--- src/rtl/gf_barrett_pkg.sv ---
`default_nettype none
// ---------------------------------------------------------------------------
// gf_barrett_pkg : Barrett parameter helpers and standard moduli.
// Rev 1.0
// ---------------------------------------------------------------------------
package gf_barrett_pkg;

   localparam int Q_1667 = 1667;
   localparam int Q_3329 = 3329;

   function automatic int barrett_k(input int q);
      return $clog2(q);
   endfunction

   // floor(2^(2K) / Q); always fits in K+1 bits because Q > 2^(K-1).
   function automatic longint barrett_mu(input int q);
      return (longint'(1) << (2 * barrett_k(q))) / longint'(q);
   endfunction

endpackage
`default_nettype wire

--- src/rtl/barrett_corr.sv ---
`default_nettype none
// ---------------------------------------------------------------------------
// barrett_corr : final correction, folds r in [0, 3Q) down to [0, Q).
// Rev 1.0
// ---------------------------------------------------------------------------
module barrett_corr #(
   parameter int Q = 1667,
   parameter int K = $clog2(Q)
) (
   input  logic [K+1:0] r,
   output logic [K-1:0] res
);
   localparam logic [K+1:0] Q1 = (K+2)'(Q);
   localparam logic [K+1:0] Q2 = (K+2)'(2 * Q);

   always_comb begin
      if (r >= Q2) begin
         res = K'(r - Q2);
      end else if (r >= Q1) begin
         res = K'(r - Q1);
      end else begin
         res = K'(r);
      end
   end

endmodule
`default_nettype wire

--- src/rtl/barrett_reduce_pipe.sv ---
`default_nettype none
// ---------------------------------------------------------------------------
// barrett_reduce_pipe : 3-stage valid/ready Barrett reducer, dout_r = din_a mod Q.
// Rev 1.0
// ---------------------------------------------------------------------------
module barrett_reduce_pipe
   import gf_barrett_pkg::*;
#(
   parameter int Q     = Q_1667,
   parameter int TAG_W = 4
) (
   input  logic                   clk,
   input  logic                   rst,
   input  logic                   in_valid,
   output logic                   in_ready,
   input  logic [2*$clog2(Q)-1:0] din_a,
   input  logic [TAG_W-1:0]       din_tag,
   output logic                   out_valid,
   input  logic                   out_ready,
   output logic [$clog2(Q)-1:0]   dout_r,
   output logic [TAG_W-1:0]       dout_tag
);
   localparam int         K  = barrett_k(Q);
   localparam logic [K:0] MU = (K+1)'(barrett_mu(Q));

   logic             adv1, adv2, adv3;
   logic             v1_q, v2_q, v3_q;
   logic [2*K-1:0]   a_q;
   logic [2*K:0]     p1_q, p1_d;
   logic [K:0]       t_d;
   logic [K+1:0]     r_q, r_d;
   logic [K-1:0]     res_q, res_d;
   logic [TAG_W-1:0] tag1_q, tag2_q, tag3_q;

   // Bubble-collapsing advance: an empty stage always accepts.
   assign adv3     = !v3_q || out_ready;
   assign adv2     = !v2_q || adv3;
   assign adv1     = !v1_q || adv2;
   assign in_ready = adv1;

   assign p1_d = (2*K+1)'(din_a[2*K-1:K]) * (2*K+1)'(MU);
   assign t_d  = (K+1)'(p1_q >> K);
   // Low K+2 bits of the full-width difference; true value is below 3Q.
   assign r_d  = (K+2)'((2*K+2)'(a_q) - (2*K+2)'(t_d) * (2*K+2)'(Q));

   barrett_corr #(
      .Q (Q),
      .K (K)
   ) u_corr (
      .r   (r_q),
      .res (res_d)
   );

   always_ff @(posedge clk or posedge rst) begin
      if (rst) begin
         v1_q   <= 1'b0;
         v2_q   <= 1'b0;
         v3_q   <= 1'b0;
         a_q    <= '0;
         p1_q   <= '0;
         r_q    <= '0;
         res_q  <= '0;
         tag1_q <= '0;
         tag2_q <= '0;
         tag3_q <= '0;
      end else begin
         if (adv1) begin
            v1_q <= in_valid;
            if (in_valid) begin
               a_q    <= din_a;
               p1_q   <= p1_d;
               tag1_q <= din_tag;
            end
         end
         if (adv2) begin
            v2_q <= v1_q;
            if (v1_q) begin
               r_q    <= r_d;
               tag2_q <= tag1_q;
            end
         end
         if (adv3) begin
            v3_q <= v2_q;
            if (v2_q) begin
               res_q  <= res_d;
               tag3_q <= tag2_q;
            end
         end
      end
   end

   assign out_valid = v3_q;
   assign dout_r    = res_q;
   assign dout_tag  = tag3_q;

endmodule
`default_nettype wire

--- config.mk ---
export PLATFORM = sky130hd
export DESIGN_NAME = barrett_reduce_pipe
export DESIGN_NICKNAME = d
export VERILOG_FILES = /design/src/rtl/gf_barrett_pkg.sv /design/src/rtl/barrett_corr.sv /design/src/rtl/barrett_reduce_pipe.sv
export SDC_FILE = /design/constraint.sdc
export NUM_CORES = 1
export LEC_CHECK = 0
export BUFFER_PORTS_ARGS = -buffer_cell sky130_fd_sc_hd__buf_2
export CAP_MARGIN = 20
export CORE_ASPECT_RATIO = 1.2
export CORE_MARGIN = 5
export CORE_UTILIZATION = 38
export DETAILED_ROUTE_END_ITERATION = 12
export PLACE_DENSITY_LB_ADDON = 0.05
export SLEW_MARGIN = 5
export SYNTH_ARGS = -nofsm -noshare
export SYNTH_HDL_FRONTEND = slang
export SYNTH_HIERARCHICAL = 1
export SYNTH_SLANG_ARGS = --single-unit
--- constraint.sdc ---
create_clock -name clk -period 8.5 [get_ports clk]
set_input_delay 0.85 -clock clk [delete_from_list [all_inputs] [get_ports clk]]
set_output_delay 0.85 -clock clk [all_outputs]
set_load 0.02 [all_outputs]
# --- Word level (Yosys, flattened, before mapping) ---
# Index checks and enable logic that the tools add are counted.
word_totals:
  latchBits: 0
  word_cells: 28
  n_memories: 0
  mem_bits_ro: 0
  mem_bits_rw: 0
  reg_bits: 73
  output_inout_bits: 17
classes:
  n_eq_ne: 0
  mul: 2
  reduce_logical: 9
  order_cmp: 2
  bitwise: 0
  n_shift: 0
  div_mod_pow: 0
  muxes: 2
  n_addsub: 3
ops:
  columns: ["cell", "count"]
  rows:
  - ["2-to-1 mux 11 bit", 2]
  - ["subtractor 11 bit (second input constant)", 2]
  - ["multiplier 11 x 10 -> 21 bit (second input constant)", 1]
  - [">= comparator 13 x 11 -> 1 bit (second input constant)", 1]
  - [">= comparator 13 x 12 -> 1 bit (second input constant)", 1]
  - ["multiplier 12 x 11 -> 13 bit (second input constant)", 1]
  - ["subtractor 13 bit", 1]
  - ["AND reduction 2 bit", 3]
  - ["zero test 1 bit", 3]
  - ["logical OR 1 bit", 3]

# --- Logic depth before layout (Yosys ltp) ---
depth:
  ltp_word: 5
  mapped_depth: 14
  ltp_nobuf: 14

# --- Modules after synthesis ---
# Netlist, hierarchy kept.
by_module_without_submodules:
  columns: ["mod", "area_per_inst_um2", "cells_each", "seq_area_each_um2", "n_inst"]
  rows:
  - ["barrett_reduce_pipe", 5824.3, 590, 1601.5, 1]
  - ["barrett_corr", 504.2, 75, 0.0, 1]

# --- Least setup slack after synthesis ---
# Ideal clock, no wire load.
synth_path:
  path_kind: "in2reg"
  startpoint: "input port din_a[15]"
  endpoint: "register p1_q[17]"
  arrival_ns: 4.647
  setup_ns: 0.090
  cell_stages: 13
  setup_slack_ns: 3.763
  n_path_buf: 0
  t_required_ns: 8.410
  cell_sequence: "fa_1 -> ha_1 -> inv_1 -> fa_1 -> inv_1 -> fa_1 -> fa_1 -> ha_1 -> or3_4 -> a211oi_4 -> o21ai_2 -> a2111o_1 -> o221ai_1"
synth_via:
  elab_chain_len: 1
synth_lines:
  columns: ["element", "line_no", "text"]
  rows:
  - ["start: declaration", "barrett_reduce_pipe.sv:16", "input logic [2*$clog2(Q)-1:0] din_a,"]
  - ["multiplier 11 x 10 -> 21 bit", "barrett_reduce_pipe.sv:41", "assign p1_d = (2*K+1)'(din_a[2*K-1:K]) * (2*K+1)'(MU);"]
  - ["end signal: assignment", "barrett_reduce_pipe.sv:71", "p1_q <= p1_d;"]
  - ["end: declaration", "barrett_reduce_pipe.sv:29", "logic [2*K:0] p1_q, p1_d;"]
# Every way passes these cells.
# A chain may end at the register's enable or synchronous reset.

# --- Final worst setup path ---
# Ends and elaborated chain as after synthesis.

==> summary.md <==
| Metric | Value |
|---|---|
| Overflow left after global routing | 0 |
| Critical path endpoint category | flip-flop |
| H-Tree Level Count | 3 |
| Initial Utilization | just under 40% |
| Drt drc | 0 |
| Dominant cells by area after synthesis | dfrtp_1, ha_1, fa_1, inv_1, nand2_1 |
| Worst EP required | just under 9 ns |
| Die Footprint | 19300 µm² |
| Die width | around 130 µm |
| RSZ-0062 raised after global routing | no |
| Post-CTS sizing | 0 |
| Dominant synthesized flop cell | dfrtp_1 |
| WHS Path Cells | 2 |
| Initial antenna violation count | 0 |
| Async set-or-reset flop fraction in the synthesized netlist | 100% |
| WS Path Type | in -> reg |
| Largest net degree at the start of global routing | 65 |
| Clk Latency, worst-skew pair | between 0.3 and 0.4 ns |
| Startpoint types | input port |
| TritonCTS buffer count | 9 |
| Clk sinks | 64 |
| Row Count | 51 |
| R2r endpoint | r_q[12] |
| Post CTS Setup Buffer Count | 0 |
| EDFF count, synth | 0 |
| Final critical-path required period | ~4.7 ns |
| Clock root buffer master | clkbuf_16 |
| Clk_skew | about 0.0090 ns |
| Via count | about 4600 |
| Wire per inst | 15.2 µm |
| Max-slew headroom | between 40% and 50% |
| Share of cells above drive strength 1 | 13.5% |
| FF/Latch Area | 1600 µm² |
| Cell count after synthesis | roughly 670 |
| End of the worst hold path | tag1_q[3] |
| Maximum root-to-sink buffer count | 2 |
| GP Congestion | approximately 0.86 |
| Most frequent cells in the layout | inv_1, ha_1, nand2_1, dfrtp_1 |
| Commonest non-fill, non-tap cell in the layout | inv_1 |
| Post-DP HPWL | about 12 mm |
| Achievable frequency | roughly 0.21 GHz |
| R2R Setup Slk | roughly 4.5 ns |
| Final Slew Violations | 0 |
| Final wirelength | ~14 mm |
| Synthesized area | 6330 µm² |
| Hold path startpoint | tag1_q[3] |
| # fillers | ~1600 |
| Setup TNS | 0 ns |
| Footprint of the multi-input gates | around 4200 µm² |
| Area grow syn2layout | 12.5% |
| Tot GR Track Use | 15.5% |
| Avg Inst Size Synth | between 9 and 10 µm² |
| Worst hold path class | reg -> reg |
| Top cell type's share of synthesized area | 25.3% |
| First-pass GRT wire length | between 20 and 25 mm |
| Clock Pin Slew Worst Setup and Hold Paths | ~0.060 ns |
| Status | complete, no violations |
| Antenna diodes | 0 |
| Crit path DAT | approximately 5 ns |
| IO Count | 47 |
| Total iterations of the first detailed-routing run | 4 |
| Endpoints failing hold | 0 |
| I/O Buffers | 46 |
| YS warnings | 6 |
| Violation count after the first detailed-routing iteration | about 150 |
| Die extent in y | approximately 150 µm |
| Net count after synthesis | between 800 and 900 |
| Core area | 16300 µm² |
| Final nets | 892 |
| Slew at the pin closest to its max-slew limit | between 0.8 and 0.9 ns |
| CTS tree | yes |
| Crit-path max FO | 6 |
| # setup viols final | 0 |
| Vias in the first global route | approximately 4800 |
| Final period util | between 50% and 60% |
| Post-CTS Hold Buffers | 0 |
| DR vias/cell | 4.94 |
| Max Cap Viol | 0 |
| FF+latch count, synth | between 60 and 70 |
| Largest area contributor in the netlist | dfrtp_1 |
| R2R Path Start | p1_q[12] |
| Post-synthesis cell type count | 54 |
| FF-to-FF path depth | 14 |
| Sequential share of the synthesized area | ~25% |
| Antenna Nets Post-Route | 0 |
[cells in the mapped netlist (2+ instances only)]
cell type,count
inv_1,113
ha_1,105
nand2_1,89
dfrtp_1,64
fa_1,46
a21oi_1,30
o21ai_0,29
xnor2_1,27
mux2_2,21
nor2_1,21
xor2_1,12
clkbuf_1,11
o211ai_1,9
a21o_1,7
nor3_1,7
o21ai_1,6
nand2b_1,5
and2_1,4
nand3_1,4
o21a_1,4
a211oi_1,3
a41oi_1,3
nand4_1,3
o21bai_1,3
o221ai_1,3
a2111o_1,2
a211o_1,2
a21oi_2,2
buf_1,2
o2111ai_1,2
o211a_1,2
or2_2,2
[routing by layer]
| metal | part of all wire (%) | track usage [%] | up-vias | wire, µm |
|---|---|---|---|---|
| met2 | 55 | 29.4 | 57 | 7740 |
| met3 | 2.2 | 2.05 | 20 | 311 |
| li1 | - | - | 2292 | - |
| met1 | 41 | 17.5 | 2219 | 5820 |
| met4 | 1.9 | 5.68 | 0 | 265 |
| met5 | 0 | 0 | - | 0 |
[how the worst max path moves through the flow]
| stage | from | endpoint | depth (start not counted) |
|---|---|---|---|
| final | din_a[15] | p1_q[17] | 14 |
| after global placement | din_a[15] | p1_q[17] | 14 |
| after CTS | din_a[15] | p1_q[17] | 14 |
| after global routing | din_a[16] | p1_q[17] | 14 |
| after floorplan | din_a[15] | p1_q[17] | 13 |
| after detailed placement | din_a[15] | p1_q[17] | 14 |
[sequential cells by signal, indices dropped and copies added, names as in the netlist]
signal     flops
v1_q           1
r_q           13
a_q           12
dout_tag       4
tag2_q         4
v2_q           1
tag1_q         4
dout_r        11
p1_q          13
out_valid      1
[worst max-delay path, cell delays in order]
cell and delay [ns]:
buf_2 0.16, fa_1 0.49, ha_1 0.28, inv_1 0.05, fa_1 0.53, inv_1 0.05, fa_1 0.56, fa_1 0.42
ha_1 0.26, or3_4 0.42, a211oi_4 0.25, o21ai_2 0.15, a2111o_1 0.43, o221ai_1 0.07
[cells by family after synthesis]
group | after synthesis | share of synthesized area, %
buffers and inverters | 127 | 7.65
xor gates and xnor gates | 39 | 5.40
DFF | 64 | 25.3
adders and majority gates | 151 | 35.3
AOI/OAI and AO/OA | 119 | 12.5
muxes | 22 | 3.89
and+or+nand+nor | 143 | 9.94
[cell type report]
type                    instances  share of cell area, %
repair buffers                 49                   3.55
inverters                     113                   5.96
clock buffers                   9                   3.16
clock inverters                 7                   1.48
flip-flops and latches         64                   22.5
well taps                     212                   3.73
multi-input cells             474                   59.6
[stage by stage]
step / util [%] / instances / worst slack (ns) / area [µm²] / hold slack [ns]
after detailed placement: 41.7 / 912 / 3.41 / 6790 / 0.459
after global routing: 43.7 / 928 / 3.58 / 7120 / 0.480
after floorplan: - / 665 / 3.76 / 6330 / 0.442
after CTS: 43.7 / 928 / 3.75 / 7120 / 0.474
after global placement: 41.7 / 912 / 3.45 / 6790 / 0.461
final: 43.7 / 928 / 3.77 / 7120 / 0.471
Power is not shown: default switching activity piles up to over one toggle a cycle in this logic, so the estimate is an artifact.
